===== src/rtl/wdt_pkg.sv =====
// Shared types and constants for the watchdog timer block.
package wdt_pkg;

   typedef enum logic [1:0] {
      IDLE  = 2'd0,
      COUNT = 2'd1,
      FIRE  = 2'd2
   } wdt_state_e;

   localparam logic [1:0] WDT_ADDR_WDEN   = 2'd0;
   localparam logic [1:0] WDT_ADDR_WDLIVE = 2'd1;
   localparam logic [1:0] WDT_ADDR_WTOCNT = 2'd2;
   localparam logic [1:0] WDT_ADDR_CNT    = 2'd3;

   localparam int WDT_HOLD_LEN_DEF = 4;

endpackage


===== src/rtl/wdt_if.sv =====
// Register port of the watchdog: single write strobe plus a combinational read.
interface wdt_if;

   logic        wdt_wr;
   logic [1:0]  wdt_addr;
   logic [31:0] wdt_wdata;
   logic [31:0] wdt_rdata;

   modport master (
      output wdt_wr,
      output wdt_addr,
      output wdt_wdata,
      input  wdt_rdata
   );

   modport slave (
      input  wdt_wr,
      input  wdt_addr,
      input  wdt_wdata,
      output wdt_rdata
   );

endinterface


===== src/rtl/wdt_regs.sv =====
// Watchdog register file: WDEN/WTOCNT storage, WDLIVE kick decode and read mux.
module wdt_regs
   import wdt_pkg::*;
#(
   parameter int               CNT_W      = 32,
   parameter logic [CNT_W-1:0] RST_WTOCNT = {CNT_W{1'b1}}
) (
   input  logic             clk,
   input  logic             rst,
   wdt_if.slave             bus,
   input  logic [CNT_W-1:0] i_cnt,
   output logic             o_wden,
   output logic [CNT_W-1:0] o_wtocnt,
   output logic             o_kick
);

   logic             r_wden;
   logic [CNT_W-1:0] r_wtocnt;

   always_ff @(posedge clk or negedge rst) begin
      if (!rst) begin
         r_wden   <= 1'b0;
         r_wtocnt <= RST_WTOCNT;
      end else if (bus.wdt_wr) begin
         if (bus.wdt_addr == WDT_ADDR_WDEN) begin
            r_wden <= bus.wdt_wdata[0];
         end else if (bus.wdt_addr == WDT_ADDR_WTOCNT) begin
            r_wtocnt <= bus.wdt_wdata[CNT_W-1:0];
         end
      end
   end

   // WDLIVE has no storage; writing a 1 to bit 0 is purely a kick pulse
   assign o_kick   = bus.wdt_wr && (bus.wdt_addr == WDT_ADDR_WDLIVE) && bus.wdt_wdata[0];
   assign o_wden   = r_wden;
   assign o_wtocnt = r_wtocnt;

   always_comb begin
      bus.wdt_rdata = '0;
      case (bus.wdt_addr)
         WDT_ADDR_WDEN:   bus.wdt_rdata[0]       = r_wden;
         WDT_ADDR_WTOCNT: bus.wdt_rdata[CNT_W-1:0] = r_wtocnt;
         WDT_ADDR_CNT:    bus.wdt_rdata[CNT_W-1:0] = i_cnt;
         default:         bus.wdt_rdata          = '0;
      endcase
   end

endmodule


===== src/rtl/wdt_timer.sv =====
// Watchdog timer top: expiry FSM and counter driving the CPU timeout input.
// Optional WDT_PREWARN_EN adds a registered half-way warning output 'prewarn'.
module wdt_timer
   import wdt_pkg::*;
#(
   parameter int               CNT_W      = 32,
   parameter int               HOLD_LEN   = WDT_HOLD_LEN_DEF,
   parameter logic [CNT_W-1:0] RST_WTOCNT = {CNT_W{1'b1}}
) (
   input  logic       clk,
   input  logic       rst,
   wdt_if.slave       bus,
   output logic       timeout,
   output logic [1:0] wdt_state
`ifdef WDT_PREWARN_EN
   ,output logic      prewarn
`endif
);

   localparam int               HOLD_W    = (HOLD_LEN > 1) ? $clog2(HOLD_LEN) : 1;
   localparam logic [HOLD_W-1:0] HOLD_LAST = HOLD_W'(HOLD_LEN - 1);
   localparam logic [CNT_W-1:0]  CNT_MAX   = {CNT_W{1'b1}};

   wdt_state_e        r_state;
   wdt_state_e        w_stateNext;
   logic [CNT_W-1:0]  r_cnt;
   logic [CNT_W-1:0]  w_cntNext;
   logic [HOLD_W-1:0] r_hold;
   logic [HOLD_W-1:0] w_holdNext;
   logic              r_timeout;
   logic              w_wden;
   logic              w_kick;
   logic [CNT_W-1:0]  w_wtocnt;

   wdt_regs #(
      .CNT_W      (CNT_W),
      .RST_WTOCNT (RST_WTOCNT)
   ) u_regs (
      .clk      (clk),
      .rst      (rst),
      .bus      (bus),
      .i_cnt    (r_cnt),
      .o_wden   (w_wden),
      .o_wtocnt (w_wtocnt),
      .o_kick   (w_kick)
   );

   always_ff @(posedge clk or negedge rst) begin
      if (!rst) begin
         r_state   <= IDLE;
         r_cnt     <= '0;
         r_hold    <= '0;
         r_timeout <= 1'b0;
      end else begin
         r_state   <= w_stateNext;
         r_cnt     <= w_cntNext;
         r_hold    <= w_holdNext;
         r_timeout <= (w_stateNext == FIRE);
      end
   end

   // In COUNT, disable beats kick, and kick beats expiry in the same cycle
   always_comb begin
      w_stateNext = r_state;
      w_cntNext   = r_cnt;
      w_holdNext  = r_hold;
      case (r_state)
         IDLE: begin
            w_cntNext  = '0;
            w_holdNext = '0;
            if (w_wden) begin
               w_stateNext = COUNT;
            end
         end
         COUNT: begin
            w_holdNext = '0;
            if (!w_wden) begin
               w_stateNext = IDLE;
               w_cntNext   = '0;
            end else if (w_kick) begin
               w_cntNext = '0;
            end else if (r_cnt >= w_wtocnt) begin
               w_stateNext = FIRE;
               w_cntNext   = '0;
            end else if (r_cnt != CNT_MAX) begin
               w_cntNext = r_cnt + 1'b1;
            end
         end
         FIRE: begin
            w_cntNext = '0;
            if (!w_wden) begin
               w_stateNext = IDLE;
               w_holdNext  = '0;
            end else if (r_hold == HOLD_LAST) begin
               w_stateNext = COUNT;
               w_holdNext  = '0;
            end else begin
               w_holdNext = r_hold + 1'b1;
            end
         end
         default: begin
            w_stateNext = IDLE;
            w_cntNext   = '0;
            w_holdNext  = '0;
         end
      endcase
   end

   assign timeout   = r_timeout;
   assign wdt_state = r_state;

`ifdef WDT_PREWARN_EN
   logic r_prewarn;

   // Evaluated on next-cycle values so the flag tracks state/cnt with no lag
   always_ff @(posedge clk or negedge rst) begin
      if (!rst) begin
         r_prewarn <= 1'b0;
      end else begin
         r_prewarn <= (w_stateNext == COUNT) && !w_kick && (w_cntNext >= (w_wtocnt >> 1));
      end
   end

   assign prewarn = r_prewarn;
`endif

endmodule


===== src/flat_wrapper.sv =====
// flat-port wrapper written by rule: the top's interface ports become plain ports
module wdt_timer_flat import wdt_pkg::*;
#(
   parameter int               CNT_W      = 32,
   parameter int               HOLD_LEN   = WDT_HOLD_LEN_DEF,
   parameter logic [CNT_W-1:0] RST_WTOCNT = {CNT_W{1'b1}}
)
  (clk, rst, timeout, wdt_state, bus_wdt_wr, bus_wdt_addr, bus_wdt_wdata, bus_wdt_rdata);
  wdt_if bus_i ();
  input  logic clk;
  input  logic rst;
  output logic timeout;
  output logic [1:0] wdt_state;
  input wire logic [$bits(bus_i.wdt_wr)-1:0] bus_wdt_wr;
  input wire logic [$bits(bus_i.wdt_addr)-1:0] bus_wdt_addr;
  input wire logic [$bits(bus_i.wdt_wdata)-1:0] bus_wdt_wdata;
  output wire logic [$bits(bus_i.wdt_rdata)-1:0] bus_wdt_rdata;
  assign bus_i.wdt_wr = bus_wdt_wr;
  assign bus_i.wdt_addr = bus_wdt_addr;
  assign bus_i.wdt_wdata = bus_wdt_wdata;
  assign bus_wdt_rdata = bus_i.wdt_rdata;
  wdt_timer #(.CNT_W(CNT_W), .HOLD_LEN(HOLD_LEN), .RST_WTOCNT(RST_WTOCNT)) u_core (.clk(clk), .rst(rst), .bus(bus_i), .timeout(timeout), .wdt_state(wdt_state));
endmodule

===== config.mk =====
export PLATFORM = sky130hd
export DESIGN_NAME = wdt_timer_flat
export DESIGN_NICKNAME = d
export VERILOG_FILES = /design/src/rtl/wdt_pkg.sv /design/src/rtl/wdt_if.sv /design/src/rtl/wdt_regs.sv /design/src/rtl/wdt_timer.sv /design/src/flat_wrapper.sv
export SDC_FILE = /design/constraint.sdc
export NUM_CORES = 1
export LEC_CHECK = 0
export ABC_AREA = 1
export BUFFER_PORTS_ARGS = -buffer_cell sky130_fd_sc_hd__buf_4
export CAP_MARGIN = 20
export CORE_MARGIN = 5
export CORE_UTILIZATION = 30
export DETAILED_ROUTE_END_ITERATION = 8
export PLACE_DENSITY = 0.57
export SLEW_MARGIN = 20
export SYNTH_ARGS = -nofsm -noshare
export SYNTH_HDL_FRONTEND = slang
export SYNTH_SLANG_ARGS = --single-unit

===== constraint.sdc =====
create_clock -name clk -period 6.1 [get_ports clk]
set_input_delay 0.305 -clock clk [delete_from_list [all_inputs] [get_ports clk]]
set_output_delay 0.305 -clock clk [all_outputs]
set_load 0.1 [all_outputs]

* Word-level counts from Yosys, hierarchy flattened *
Cells that the tools add are included.

operators by class
  $lt $le $gt $ge = 1
  reductions and logical operators = 6
  multiplexer cells = 17
  multipliers = 0
  shift-type cells = 0
  bitwise operators = 1
  eq/ne operators = 9
  div/mod/pow operators = 0
  add/subtract/negate cells = 2

operators by type and width
  kind                   number
  $mux 32                5
  $pmux 31 s2            1
  $add 32x1->32 const B  1
  $ge 32x32->1           1
  $ne 32x32->1 const B   1
  $mux 2                 9
  $eq 2x2->1 const B     5
  $pmux 2 s3             1
  $ne 5x3->1 const B     1
  $eq 2x1->1 const B     2
  $logic_not 2->1        2
  $pmux 1 s3             1
  $reduce_and 3->1       1
  $add 2x1->2 const B    1
  $logic_and 1x1->1      2
  $reduce_and 2->1       1
  $not 1->1              1

storage, ports and cells
  latch bits = 0
  memories = 0
  bits of input ports = 37
  RAM bits = 0
  ROM bits = 0
  flip-flop bits (word level) = 70

* Logic depth before layout (Yosys ltp) *
  depth in word-level cells = 7
  mapped depth = 18
  gate-level depth less buffers = 16

* Modules after synthesis *
From an unflattened synthesis, not the netlist that was laid out.

unflattened totals
  cell total of the unflattened synthesis = 722
  area, all modules = 5,158.7 sq um

modules (own cells, without submodules)
  module     times used  cells an instance  sequential area each (sq um)  area each (sq um)
  wdt_timer  1           460                925.9                         3,200.6
  wdt_regs   1           262                865.8                         1,958.1

* Least setup slack after synthesis *
No wires, ideal clock.

  path kind = input-to-output
  start = input port bus_wdt_addr[1]
  end = output port bus_wdt_rdata[14]
  required time = 5,795 ps
  cell stages on the path = 5
  setup slack = 2,929 ps
  arrival = 2,866 ps
  buffers on the path = 1
  cell sequence = inv_1 nor2_1 inv_1 clkbuf_1 o21ai_0

on the way
  cells in the longest elaborated chain, start to end = 2
  elaborated cells on any way between the ends = 3
  those cells by class = eq/ne: 2; mux: 1

ends and longest elaborated chain
  item                line                source
  start: declaration  flat_wrapper.sv:15  input wire logic [$bits(bus_i.wdt_addr)-1:0] bus_wdt_addr;
  $eq 2x2->1          wdt_regs.sv:40      case (bus.wdt_addr)
  $pmux 31 s2 *       wdt_regs.sv:40
  end: declaration    flat_wrapper.sv:17  output wire logic [$bits(bus_i.wdt_rdata)-1:0] bus_wdt_rdata;

Mark *: on every way between the ends. The rest lies on a longest branch, timed or not.

* Worst setup path after layout *
  start = register u_core.u_regs.r_wtocnt[25] (netlist: u_core.u_regs.o_wtocnt[25])
  end = register u_core.r_cnt[14]

on the way
  cells in the longest elaborated chain, start to end = 5
  elaborated cells on any way between the ends = 6
  those cells by class = order compare: 1; eq/ne: 1; mux: 4

ends and longest elaborated chain
  item                      line             source
  start: declaration        wdt_regs.sv:18   logic [CNT_W-1:0] r_wtocnt;
  start signal: assignment  wdt_regs.sv:28   r_wtocnt <= bus.wdt_wdata[CNT_W-1:0];
  $ge 32x32->1 *            wdt_timer.sv:82  end else if (r_cnt >= w_wtocnt) begin
  $mux 32                   wdt_timer.sv:82
  $mux 32                   wdt_timer.sv:80  end else if (w_kick) begin
  $mux 32                   wdt_timer.sv:77  if (!w_wden) begin
  $mux 32                   wdt_timer.sv:67  case (r_state)
  end signal: assignment    wdt_timer.sv:56  r_cnt <= w_cntNext;
  end: declaration          wdt_timer.sv:26  logic [CNT_W-1:0] r_cnt;

Marks and branches as above.
A chain may end at the register's enable or synchronous reset.

==> results.json <==
{
  "critPathMaxFanout": 32,
  "avgViaCountPerCell": 4.648,
  "swShare_pct": 36.69,
  "overflow": 0,
  "hold_buffers": 0,
  "syn_avg_cell_area_um2": 7.190,
  "outcome": "finished, final reports clean",
  "synth.distinct_cells": 35,
  "ys_seq_area_share_pct": 36.48,
  "antenna_left": 0,
  "postCtsSetupRepairBufs": 0,
  "ys_ff_latch": 70,
  "nFillCells": 1790,
  "gp_congestion": 0.9060,
  "synthArstFlopShare_pct": 100.0,
  "worst_setup_path_end_kind": "register",
  "dpl.hpwl_mm": 10.26,
  "rows": 46,
  "synth_nets": 754,
  "root_buffer": "clkbuf_16",
  "final_common_cell": "nand2_1",
  "ys_warn_count": 0,
  "drive_gt1_share_pct": 20.93,
  "grt_max_degree": 71,
  "p_leak_nw": 2.875,
  "total_power_mw": 1.497,
  "synth_flop_cell": "dfrtp_1",
  "crit_type": "reg -> reg",
  "clkSinkCount": 70,
  "routedWlPerCell_um": 14.09,
  "netlist_instances": 683,
  "path_delay_family": "compound AO/OA/AOI/OAI gates",
  "drc_errors": 0,
  "multiInputGateArea_um2": 2664,
  "initial_core_util_pct": 30.69,
  "start_kind": "register",
  "p_sw_mw": 0.5491,
  "port_buffers": 71,
  "drtPass1Iterations": 4,
  "cts_tree": "yes",
  "setup_viol": 0,
  "ir_drop_mv": 0.2019,
  "period_minus_slack_ps": 3041,
  "max_stage_delay_ps": 750,
  "fin_worst_skew_ps": 5.584,
  "period_share_pct": 49.85,
  "nets": 821,
  "antenna_found_initial": 0,
  "cts_resized": 0,
  "routed_wl_mm": 13.68,
  "critPathArrivalTime_ps": 3270,
  "synth_enable_flop_cells": 0,
  "core_um2": 16000,
  "setup_tns_ps": 0,
  "slew_headroom_pct": 34.41,
  "p_int_mw": 0.9474,
  "die_width_um": 137.9,
  "drt_iter0_markers": 201,
  "clockBufferDepth": 2,
  "crit_buf_inv": 1,
  "drv_slew": 0,
  "syn_to_final_growth_pct": 20.79,
  "cp_common_cell": "a21oi_1",
  "power_frac_comb_pct": 28.9,
  "antenna_cells": 0,
  "seqPwrFrac_pct": 37.1,
  "h-tree-depth": 3,
  "worstMarginPinSlew_ps": 983.8,
  "synth.cell_area_um2": 4911,
  "p_per_area_nw_per_um2": 252.3,
  "grt_usage_pct": 15.35,
  "hold_viol": 0,
  "seqCellArea_um2": 1792,
  "hold_class": "in -> async",
  "pwr-share-clk_pct": 34.1,
  "cp_slowest_cell": "a21oi_1",
  "maxClockFrequency_mhz": 328.9,
  "numCtsBuffers": 9,
  "required_ps": 6330,
  "grt_pass1_vias": 4562,
  "cp_cell_sequence": "inv_1 -> ha_1 -> a21oi_1 -> o21ai_0 -> nand2_1 -> nand2_1 -> a21oi_1 -> nand3_4 -> a21oi_1 -> nor2_1",
  "route.vias.total": 4513,
  "drv_cap": 0,
  "grt_setup_unrepaired": "false",
  "clk_pin_slew_ps": 60,
  "io_pins": 72,
  "layout_common_cells": "nand2_1, nor2_1, inv_1, buf_4, a21oi_1",
  "insertion_delay_ps": 350,
  "grt_first_pass_wirelength_mm": 22.85,
  "die_height_um": 137.9,
  "dieArea_um2": 19030
}
## cells by family (layout without fill, tap and decap cells)
| family | Yosys count | after routing | share of synthesized area, % |
|---|---|---|---|
| simple gates | 356 | 356 | 33.73 |
| buf+inv | 116 | 188 | 9.325 |
| compound gates | 107 | 107 | 11.80 |
| flops | 70 | 70 | 36.48 |
| fa+ha+maj | 34 | 34 | 8.662 |
## flip-flops by register name, summed over array words and instances (netlist names)
| register | count |
|---|---|
| u_core.r_cnt | 32 |
| u_core.u_regs.o_wtocnt | 32 |
| u_core.r_hold | 2 |
| u_core.wdt_state | 2 |
| u_core.timeout | 1 |
| u_core.u_regs.o_wden | 1 |
## Yosys cell counts, types with 9 or more instances
master / instances / area [µm²]
o21ai_0: 19 / 95.09
nand2_1: 150 / 563.0
clkbuf_1: 11 / 41.29
inv_1: 96 / 360.4
dfrtp_1: 38 / 950.9
nand4_1: 16 / 100.1
ha_1: 34 / 425.4
dfstp_2: 32 / 840.8
nor2_2: 9 / 56.30
o22ai_1: 17 / 106.4
nand3_1: 22 / 110.1
nor3_1: 17 / 85.08
nor2_1: 113 / 424.2
a21oi_1: 60 / 300.3
nand3_2: 13 / 130.1
## routing by layer
layer  track usage (%)  part of all wire (%)  vias to the layer above
met5                 0                     0                        -
met4             4.391                   1.8                        0
met3             3.882                   5.0                       19
met2             24.48                    46                       84
met1             20.64                    48                     2058
li1                  -                     -                     2352
## power by group through the flow
stage | Combinational, mW | Clock, mW | Sequential [mW]
floorplan | 0.306 | 0 | 0.582
global placement | 0.433 | 0 | 0.562
detailed placement | 0.437 | 0 | 0.563
CTS | 0.438 | 0.530 | 0.555
global route | 0.479 | 0.546 | 0.560
finish | 0.432 | 0.510 | 0.555
## worst reg2reg max path, delay by kind of cell, from the launching register on
| kind | cells | cell delay, ps |
|---|---|---|
| flops | 1 | 510 |
| fa+ha+maj | 1 | 300 |
| compound gates | 4 | 1320 |
| buf+inv | 1 | 50 |
| simple gates | 4 | 740 |
## metrics by stage
| step | hold WS [ps] | setup WS (ps) | utilization, % | instances | cell area, µm² |
|---|---|---|---|---|---|
| after global placement | 427.9 | 3114 | 35.28 | 955 | 5645 |
| after floorplan | 9.409 | 2929 | - | 683 | 4911 |
| after CTS | 149.5 | 3043 | 37.07 | 971 | 5932 |
| after detailed placement | 427.9 | 3054 | 35.28 | 955 | 5645 |
| after global routing | 183.2 | 2673 | 37.07 | 971 | 5932 |
| final | 112.7 | 3059 | 37.07 | 971 | 5932 |
## cell type report
| cell class | count | area share (%) |
|---|---|---|
| repair buffers | 73 | 9.239 |
| inverters | 99 | 6.264 |
| multi-input cells | 497 | 44.91 |
| clock inverters | 4 | 0.3375 |
| flip-flops and latches | 70 | 30.20 |
| well taps | 216 | 4.556 |
| clock buffers | 12 | 4.493 |
## final timing paths
kind	startpoint	to	slack (ps)	cells after the start
worst min-delay path	rst	u_core.r_cnt[10]$_DFFE_PN0P_	110	1
max in group asynchronous	rst	u_core.r_hold[0]$_DFF_PN0_	5370	1
worst min register to register	u_core.r_hold[0]$_DFF_PN0_	u_core.r_hold[0]$_DFF_PN0_	430	1
min in group clk	bus_wdt_wr	u_core.u_regs.o_wden$_DFFE_PN0P_	180	2
worst max-delay path	u_core.u_regs.o_wtocnt[25]$_DFFE_PN1P_	u_core.r_cnt[14]$_DFFE_PN0P_	3060	10
worst max register to register	u_core.u_regs.o_wtocnt[25]$_DFFE_PN1P_	u_core.r_cnt[14]$_DFFE_PN0P_	3060	10
No activity file was read; power rests on OpenSTA's default activity.
